--- config.mk ---
export PLATFORM = sky130hd
export DESIGN_NAME = mdu_iterative
export DESIGN_NICKNAME = d
export VERILOG_FILES = /design/src/rtl/alu_pkg.sv /design/src/rtl/mdu_div_core.sv /design/src/rtl/mdu_iterative.sv
export SDC_FILE = /design/constraint.sdc
export NUM_CORES = 1
export LEC_CHECK = 0
export BUFFER_PORTS_ARGS = -buffer_cell sky130_fd_sc_hd__buf_2
export CELL_PAD_IN_SITES_DETAIL_PLACEMENT = 0
export CELL_PAD_IN_SITES_GLOBAL_PLACEMENT = 1
export CORE_MARGIN = 4
export CORE_UTILIZATION = 40
export DETAILED_ROUTE_END_ITERATION = 7
export PLACE_DENSITY_LB_ADDON = 0.08
export REMOVE_ABC_BUFFERS = 1
export SYNTH_ARGS = -nofsm -noshare
export SYNTH_HDL_FRONTEND = slang
export SYNTH_SLANG_ARGS = --single-unit
--- constraint.sdc ---
create_clock -name CLK -period 9.8 [get_ports CLK]
set_input_delay 0.98 -clock CLK [delete_from_list [all_inputs] [get_ports CLK]]
set_output_delay 0.98 -clock CLK [all_outputs]
set_load 0.01 [all_outputs]
--- src/rtl/alu_pkg.sv ---
// Shared definitions for the ALU and the iterative multiply/divide unit:
// operation codes, datapath width and the MDU state encoding.
package alu_pkg;

  localparam int XLEN = 32;

  localparam logic [4:0] MUL_RES    = 5'b01011;
  localparam logic [4:0] MULH_RES   = 5'b01100;
  localparam logic [4:0] MULHSU_RES = 5'b01101;
  localparam logic [4:0] MULHU_RES  = 5'b01110;
  localparam logic [4:0] DIV_RES    = 5'b01111;
  localparam logic [4:0] DIVU_RES   = 5'b10000;
  localparam logic [4:0] REM_RES    = 5'b10001;
  localparam logic [4:0] REMU_RES   = 5'b10010;

  typedef enum logic [1:0] {
    S_IDLE  = 2'd0,
    S_CALC  = 2'd1,
    S_FIXUP = 2'd2,
    S_DONE  = 2'd3
  } mdu_state_t;

  function automatic logic is_mdu_op(input logic [4:0] sel);
    return (sel >= MUL_RES) && (sel <= REMU_RES);
  endfunction

endpackage

--- src/rtl/mdu_div_core.sv ---
// Restoring divider on unsigned magnitudes: one quotient bit per step,
// quotient shifted in from the right, partial remainder kept alongside.
module mdu_div_core #(
  parameter int XLEN = 32
) (
  input  logic            clk,
  input  logic            srst,
  input  logic            load,
  input  logic            step,
  input  logic [XLEN-1:0] dividend,
  input  logic [XLEN-1:0] divisor,
  output logic [XLEN-1:0] quotient,
  output logic [XLEN-1:0] remainder
);

  logic [XLEN-1:0] quo_reg;
  logic [XLEN-1:0] rem_reg;
  logic [XLEN-1:0] dvs_reg;
  logic [XLEN:0]   rem_shift;
  logic [XLEN:0]   diff;

  // Borrow out of the trial subtraction means the divisor did not fit.
  always_comb begin
    rem_shift = {rem_reg, quo_reg[XLEN-1]};
    diff      = rem_shift - {1'b0, dvs_reg};
  end

  always_ff @(posedge clk) begin
    if (srst) begin
      quo_reg <= '0;
      rem_reg <= '0;
      dvs_reg <= '0;
    end else if (load) begin
      quo_reg <= dividend;
      rem_reg <= '0;
      dvs_reg <= divisor;
    end else if (step) begin
      if (!diff[XLEN]) begin
        rem_reg <= diff[XLEN-1:0];
        quo_reg <= {quo_reg[XLEN-2:0], 1'b1};
      end else begin
        rem_reg <= rem_shift[XLEN-1:0];
        quo_reg <= {quo_reg[XLEN-2:0], 1'b0};
      end
    end
  end

  assign quotient  = quo_reg;
  assign remainder = rem_reg;

endmodule

--- src/rtl/mdu_iterative.sv ---
// Multi-cycle RV32M multiply/divide unit: shift-add multiply and restoring
// divide on magnitudes, sign fixed up at the end, START/BUSY/DONE handshake.
module mdu_iterative #(
  parameter int XLEN = alu_pkg::XLEN
) (
  input  logic            CLK,
  input  logic            RESET,
  input  logic            START,
  input  logic            FLUSH,
  input  logic [4:0]      SELECT,
  input  logic [XLEN-1:0] DATA1,
  input  logic [XLEN-1:0] DATA2,
  output logic            BUSY,
  output logic            DONE,
  output logic [XLEN-1:0] RESULT
);

  import alu_pkg::*;

  localparam int CW = $clog2(XLEN);
  localparam logic [CW-1:0] CNT_LAST = CW'(XLEN - 1);

  mdu_state_t        state_reg, state_next;
  logic [4:0]        op_reg;
  logic [XLEN-1:0]   a_reg, b_reg;
  logic              special_reg;
  logic [XLEN-1:0]   spec_val_reg;
  logic              prep_reg;
  logic [CW-1:0]     cnt_reg;
  logic [2*XLEN-1:0] mcand_reg, acc_reg;
  logic [XLEN-1:0]   mplier_reg;
  logic [XLEN-1:0]   result_reg;

  logic              accept;
  logic              in_is_div, in_is_rem, in_div_signed;
  logic              div_zero, div_ovf, special_in;
  logic [XLEN-1:0]   special_val;
  logic              is_div, is_rem, a_signed, b_signed, a_neg, b_neg, res_neg;
  logic [XLEN-1:0]   a_mag, b_mag, quotient, remainder, quo_fix, rem_fix;
  logic [2*XLEN-1:0] product;
  logic [XLEN-1:0]   fix_val;

  assign accept = (state_reg == S_IDLE) && START && !FLUSH && is_mdu_op(SELECT);

  // Division special cases are resolved straight from the request operands.
  always_comb begin
    in_is_div     = (SELECT >= DIV_RES);
    in_is_rem     = (SELECT == REM_RES) || (SELECT == REMU_RES);
    in_div_signed = (SELECT == DIV_RES) || (SELECT == REM_RES);
    div_zero      = in_is_div && (DATA2 == '0);
    div_ovf       = in_div_signed && (DATA1 == {1'b1, {(XLEN-1){1'b0}}}) && (DATA2 == '1);
    special_in    = div_zero || div_ovf;
    special_val   = '0;
    if (div_zero)     special_val = in_is_rem ? DATA1 : '1;
    else if (div_ovf) special_val = in_is_rem ? '0 : DATA1;
  end

  always_comb begin
    is_div   = (op_reg >= DIV_RES);
    is_rem   = (op_reg == REM_RES) || (op_reg == REMU_RES);
    a_signed = op_reg inside {MUL_RES, MULH_RES, MULHSU_RES, DIV_RES, REM_RES};
    b_signed = op_reg inside {MUL_RES, MULH_RES, DIV_RES, REM_RES};
    a_neg    = a_signed && a_reg[XLEN-1];
    b_neg    = b_signed && b_reg[XLEN-1];
    a_mag    = a_neg ? -a_reg : a_reg;
    b_mag    = b_neg ? -b_reg : b_reg;
    // A remainder follows the dividend's sign; everything else the XOR.
    res_neg  = is_rem ? a_neg : (a_neg ^ b_neg);
    product  = res_neg ? -acc_reg : acc_reg;
    quo_fix  = res_neg ? -quotient : quotient;
    rem_fix  = res_neg ? -remainder : remainder;
    if (special_reg)          fix_val = spec_val_reg;
    else if (is_div)          fix_val = is_rem ? rem_fix : quo_fix;
    else if (op_reg == MUL_RES) fix_val = product[XLEN-1:0];
    else                      fix_val = product[2*XLEN-1:XLEN];
  end

  always_ff @(posedge CLK) begin
    if (RESET) state_reg <= S_IDLE;
    else       state_reg <= state_next;
  end

  always_comb begin
    state_next = state_reg;
    case (state_reg)
      S_IDLE:  if (accept) state_next = special_in ? S_FIXUP : S_CALC;
      S_CALC:  if (prep_reg && (cnt_reg == CNT_LAST)) state_next = S_FIXUP;
      S_FIXUP: state_next = S_DONE;
      S_DONE:  state_next = S_IDLE;
      default: state_next = S_IDLE;
    endcase
    if (FLUSH) state_next = S_IDLE;
  end

  // The first CALC cycle forms the operand magnitudes; XLEN steps follow.
  always_ff @(posedge CLK) begin
    if (RESET) begin
      op_reg       <= '0;
      a_reg        <= '0;
      b_reg        <= '0;
      special_reg  <= 1'b0;
      spec_val_reg <= '0;
      prep_reg     <= 1'b0;
      cnt_reg      <= '0;
      mcand_reg    <= '0;
      mplier_reg   <= '0;
      acc_reg      <= '0;
      result_reg   <= '0;
    end else begin
      prep_reg <= (state_reg == S_CALC) && !FLUSH;
      if (accept) begin
        op_reg       <= SELECT;
        a_reg        <= DATA1;
        b_reg        <= DATA2;
        special_reg  <= special_in;
        spec_val_reg <= special_val;
        cnt_reg      <= '0;
      end
      if (state_reg == S_CALC) begin
        if (!prep_reg) begin
          mcand_reg  <= {{XLEN{1'b0}}, a_mag};
          mplier_reg <= b_mag;
          acc_reg    <= '0;
        end else begin
          if (mplier_reg[0]) acc_reg <= acc_reg + mcand_reg;
          mcand_reg  <= mcand_reg << 1;
          mplier_reg <= mplier_reg >> 1;
          cnt_reg    <= cnt_reg + 1'b1;
        end
      end
      if ((state_reg == S_FIXUP) && !FLUSH) result_reg <= fix_val;
    end
  end

  mdu_div_core #(.XLEN(XLEN)) u_div_core (
    .clk       (CLK),
    .srst      (RESET),
    .load      ((state_reg == S_CALC) && !prep_reg),
    .step      ((state_reg == S_CALC) && prep_reg),
    .dividend  (a_mag),
    .divisor   (b_mag),
    .quotient  (quotient),
    .remainder (remainder)
  );

  assign BUSY   = (state_reg != S_IDLE);
  assign DONE   = (state_reg == S_DONE);
  assign RESULT = result_reg;

endmodule

# After elaboration in Yosys (flattened, before gate mapping)
# Index checks and enable logic that the tools add are counted.
[word_totals]
elab_cells = 105
output_inout_bits = 34
rom_bits = 0
memories = 0
register_bits = 398
ram_bits = 0
in_bits = 73
latchBits = 0
[classes]
n_mux = 29
shift = 0
n_lt_le_gt_ge = 4
reduce_logical = 30
n_mul = 0
n_bitwise = 1
add_sub_neg = 8
eq_ne = 18
div_mod_pow = 0
[ops]
columns = ["operator", "n"]
rows = [
  ["two-way mux 32 bit", 16],
  ["two-way mux 64 bit", 4],
  ["negation 32 bit", 4],
  ["adder 64 bit", 1],
  ["equality test 32 bit (second input constant)", 2],
  ["negation 64 bit", 1],
  ["subtractor 33 x 32 -> 33 bit", 1],
  ["logical NOT 32 bit", 1],
  ["equality test 5 x 4 -> 1 bit (second input constant)", 5],
  ["equality test 5 bit (second input constant)", 5],
  [">= comparator 5 x 4 -> 1 bit (second input constant)", 3],
  ["two-way mux 5 bit", 3],
  ["logical AND 1 bit", 14],
  ["case mux 2 bit (4 select lines)", 1],
  ["two-way mux 2 bit", 3],
  ["adder 5 x 1 -> 5 bit (second input constant)", 1],
  ["<= comparator 5 bit (second input constant)", 1],
  ["nonzero test 5 bit", 1],
  ["equality test 2 bit (second input constant)", 2],
  ["logical OR 1 bit", 4],
  ["!= test 2 bit (second input constant)", 2],
  ["AND reduction 2 bit", 2],
  ["nonzero test 2 bit", 2],
  ["nonzero test 4 bit", 1],
  ["other kinds (7)", 10],
]

# Depth between registers and ports, before layout
[depth]
depth_word = 9
depth_mapped = 16
depth_no_buf = 14

# Modules after synthesis
# Synthesis repeated with hierarchy kept, for this count alone.
[hier_totals]
cells_unflattened = 3467
hier_area_um2 = 26331.5
[modules_own_cells]
columns = ["module", "instances", "seq_area_each_um2", "area_per_inst_um2", "cells_each"]
rows = [
  ["mdu_iterative", 1, 6045.8, 20571.0, 2731],
  ["mdu_div_core", 1, 1921.8, 5760.5, 736],
]

# Worst setup path before layout
# Ideal clock, no wire load.
[synth_path]
kind = "reg2reg"
from = "register u_div_core.quo_reg[31] (netlist: u_div_core.quotient[31])"
to = "register u_div_core.rem_reg[19] (netlist: u_div_core.remainder[19])"
path_slack_ns = 6.529
stages_incl_launch_ff = 16
required_time_ns = 9.668
period_less_slack_ns = 3.271
n_path_buf = 2
arrival_time_ns = 3.139
setup_time_ns = 0.132
cell_sequence = "dfxtp_1 > inv_1 > ha_1 > inv_1 > fa_1 > a211oi_1 > nor3_1 > o21ai_0 > a21oi_1 > o21ai_0 > a211oi_1 > a211oi_1 > clkbuf_1 > buf_2 > mux2i_1 > a21oi_1"
[synth_between]
elab_chain_cells = 2
[synth_rtl]
columns = ["element", "line", "text"]
rows = [
  ["from (decl)", "mdu_div_core.sv:16", "logic [XLEN-1:0] quo_reg;"],
  ["from (signal assigned)", "mdu_div_core.sv:34", "quo_reg <= dividend;"],
  ["from (signal assigned)", "mdu_div_core.sv:40", "quo_reg <= {quo_reg[XLEN-2:0], 1'b1};"],
  ["from (signal assigned)", "mdu_div_core.sv:43", "quo_reg <= {quo_reg[XLEN-2:0], 1'b0};"],
  ["subtractor 33 x 32 -> 33 bit", "mdu_div_core.sv:25", "diff = rem_shift - {1'b0, dvs_reg};"],
  ["two-way mux 32 bit", "mdu_div_core.sv:38", "if (!diff[XLEN]) begin"],
  ["to (signal assigned)", "mdu_div_core.sv:39", "rem_reg <= diff[XLEN-1:0];"],
  ["to (signal assigned)", "mdu_div_core.sv:42", "rem_reg <= rem_shift[XLEN-1:0];"],
  ["to (decl)", "mdu_div_core.sv:17", "logic [XLEN-1:0] rem_reg;"],
]
# No other way between the ends.
# A chain may end at the register's enable or synchronous reset.

# Final worst setup path
[layout_path]
from = "input DATA1[9]"
to = "register spec_val_reg[2]"
[layout_between]
elab_chain_cells = 5
[layout_rtl]
columns = ["element", "line", "text"]
rows = [
  ["from (decl)", "mdu_iterative.sv:11", "input logic [XLEN-1:0] DATA1,"],
  ["equality test 32 bit", "mdu_iterative.sv:51", "div_ovf = in_div_signed && (DATA1 == {1'b1, {(XLEN-1){1'b0}}}) && (DATA2 == '1);"],
  ["logical AND 1 bit (2 in a row)", "mdu_iterative.sv:51", ""],
  ["two-way mux 32 bit", "mdu_iterative.sv:55", "else if (div_ovf) special_val = in_is_rem ? '0 : DATA1;"],
  ["two-way mux 32 bit", "mdu_iterative.sv:54", "if (div_zero) special_val = in_is_rem ? DATA1 : '1;"],
  ["to (signal assigned)", "mdu_iterative.sv:116", "spec_val_reg <= special_val;"],
  ["to (decl)", "mdu_iterative.sv:27", "logic [XLEN-1:0] spec_val_reg;"],
]
# No other way between the ends.

==> metrics.yaml <==
job:
  drv_cap: 0
floorplanning:
  start_util: 0.405
  row_count: 91
  coreArea_mm2: 0.0619
  die-height_um: 259
  die-area_mm2: 0.0668
  die_x_um: 259
  pin_count: 107
clock_tree:
  tritoncts: "built"
  cts_hold_buf: 0
  cts_buffers: 49
  htreeDepth: 2
  cts.sinks: 398
  cts_setup_buffers: 0
  clockBufferDepth: 3
  worstSkewPairLatency_ps: 620
  clk_pin_slew_worst_paths_ps: 60
  root_buffer: "clkbuf_16"
  cts_resized: 0
critical_path:
  path_max_fanout: 32
  crit_type: "in2reg"
  worst_setup_path_end_kind: "flop"
  required_ps: 10330
  startpoint_type: "primary input"
  cp.arrival_ps: 4970
timing:
  setup_violations: 0
  fin_ws_ps: 5360
  worstMarginPinSlew_ps: 1230
  hold_viol_final: 0
  max_freq_mhz: 225
  fin_crit_sh: 0.453
  skew_ps: 29.6
  maxSlewViolCount: 0
  rsz0062_at_grt: "false"
  fin_tns_setup_ps: 0
  relSlewSlack: 0.177
  finalCriticalPeriod_ps: 4440
run_status:
  status: "completed"
drt:
  vias_per_cell: 5.95
  dr_total_vias: 24800
  wl_per_cell_um: 22.5
  drt-initial-drc-count: 2203
  totalWireLength_um: 93800
  first_pass_iters: 5
  drc: 0
  ant_nets: 0
grt:
  grt_pass1_wl_um: 143000
  grt_overflow: 0
  grt_antenna_before_repair: 3
  grt_usage: 0.271
  grt_pass1_vias: 23300
  grt_max_degree: 90
layout:
  area_growth_pct: 11.5
  fillCellCount: 6394
  stdcell_count: 4169
  fin_nets: 3472
  fin_util: 0.452
  layout-drive-gt1-share: 0.0829
synth:
  synth_ff_type: "dfxtp_1"
  yosys_warnings: 0
  async_flop_share: 0
  netlist_area_mm2: 0.0251
  syn_inst: 3292
  seq_area_frac_synth: 0.317
  synth_area_per_cell_um2: 7.63
  yosys.area.top_type_share: 0.317
  synthTopCellsByArea: "dfxtp_1 (32%), a21oi_1 (8.9%), nand2_1 (6.3%), ha_1 (5.3%), xnor2_1 (5.0%)"
  synth_edf_count: 0
  yosysUniqueCellTypes: 84
  synth_top_area_cell: "dfxtp_1"
  synth-seq-cells: 398
placement:
  port_buffers: 106
  dp.final_hpwl_um: 69100
  place_congestion: 0.922
  placed_cells: 4076
  preCtsSetupSlack_ps: 4820
pwr:
  cellPowerDensity_mw_per_mm2: 144
  vdd_drop_max_uv: 125
  p_leak_nw: 10.8
min_path:
  hold_class: "reg2reg"
[cell usage after synthesis, types with 21 or more instances]
master    number
o41ai_1       21
a21oi_1      444
mux2i_1       37
nand3_1       35
nand2_1      420
nor4_1        33
dfxtp_1      398
o22ai_1       24
nor2b_1       63
a22oi_1       31
o21ai_0      247
clkbuf_1     187
inv_1         82
or3_1         24
a22o_1        38
xnor2_1      144
o31ai_1       46
nand4_1       36
ha_1         107
xor2_1       123
nor3_1        59
or4_1         25
nor2_1       243
a21o_1        65
nand2b_1      38
a211oi_1      58
[through the flow]
stage	cell area, um2	hold slack [ps]	total power, mW
final	28000	451	4.02
after global routing	28000	467	4.18
after CTS	28000	451	4.05
after detailed placement	26400	444	2.18
after global placement	26400	435	2.17
after floorplan	24300	421	2.01
[worst max-delay path, cell delays in order]
cell      delay, ps
buf_2           120
nor4_1          980
nand4_1         480
nor4_1          660
nand3_1         390
o21a_1          340
a211oi_4        210
buf_4           410
o21ai_0         210
a21oi_1         180
[report_power, final]
group	total (mW)	internal [mW]	leakage, nW	switching, mW
Sequential	1.65	1.63	3.21	0.0209
Clock	1.87	1.10	0.795	0.764
Combinational	0.496	0.171	6.77	0.325
[path summary, 6_finish.rpt]
kind	start	to	slack, ps	cells past startpoint
min reg2reg	spec_val_reg[18]$_SDFFE_PP0P_	spec_val_reg[18]$_SDFFE_PP0P_	450	2
max	DATA1[9]	spec_val_reg[2]$_SDFFE_PP0P_	5360	10
min	spec_val_reg[18]$_SDFFE_PP0P_	spec_val_reg[18]$_SDFFE_PP0P_	450	2
max reg2reg	u_div_core.quotient[10]$_SDFFE_PP0P_	RESULT[31]$_SDFFE_PP0P_	5510	9
[area by class of cell]
class                      instances  area [um2]  area share
multi-input combinational       2610       16200       0.578
sequential                       398        7970       0.285
clock buffer                      74        1420      0.0507
tap                              837        1050      0.0374
timing repair buffer             148         868      0.0310
inverter                          83         312      0.0111
clock inverter                    16         194     0.00693
antenna                            3        7.51    0.000268
[cell usage in the layout (no fill, tap or decap), types with 57 or more instances in the layout]
master and count:
xor2_1 123, o21ai_0 247, ha_1 106, a21o_1 65
dfxtp_1 397, nor2b_1 61, nand2_1 420, xnor2_1 142
nor3_1 57, inv_1 82, buf_2 105, a21oi_1 444
nor2_1 240
[per-layer routing]
metal  routed length [um]  up-vias  track usage  part of all wire
met4                 2190        0       0.0688             0.023
met2                40600      933        0.416              0.43
met5                    0        -            0                 0
met3                 6800      123       0.0373             0.072
li1                     -    11900            -                 -
met1                44200    11900        0.403              0.47
[logic make-up (layout without fill, tap and decap cells)]
family                     after synthesis  after routing  share of synthesized area
muxes                                   38             38                     0.0152
and+or+nand+nor                       1058           1058                      0.199
other                                    0              3                          0
xor gates and xnor gates               268            268                     0.0938
adders and majority gates              109            109                     0.0549
buffers and inverters                  284            321                     0.0427
DFF                                    398            398                      0.317
AOI/OAI and AO/OA                     1137           1137                      0.277
Note: power is estimated with default switching activity, not from simulation.
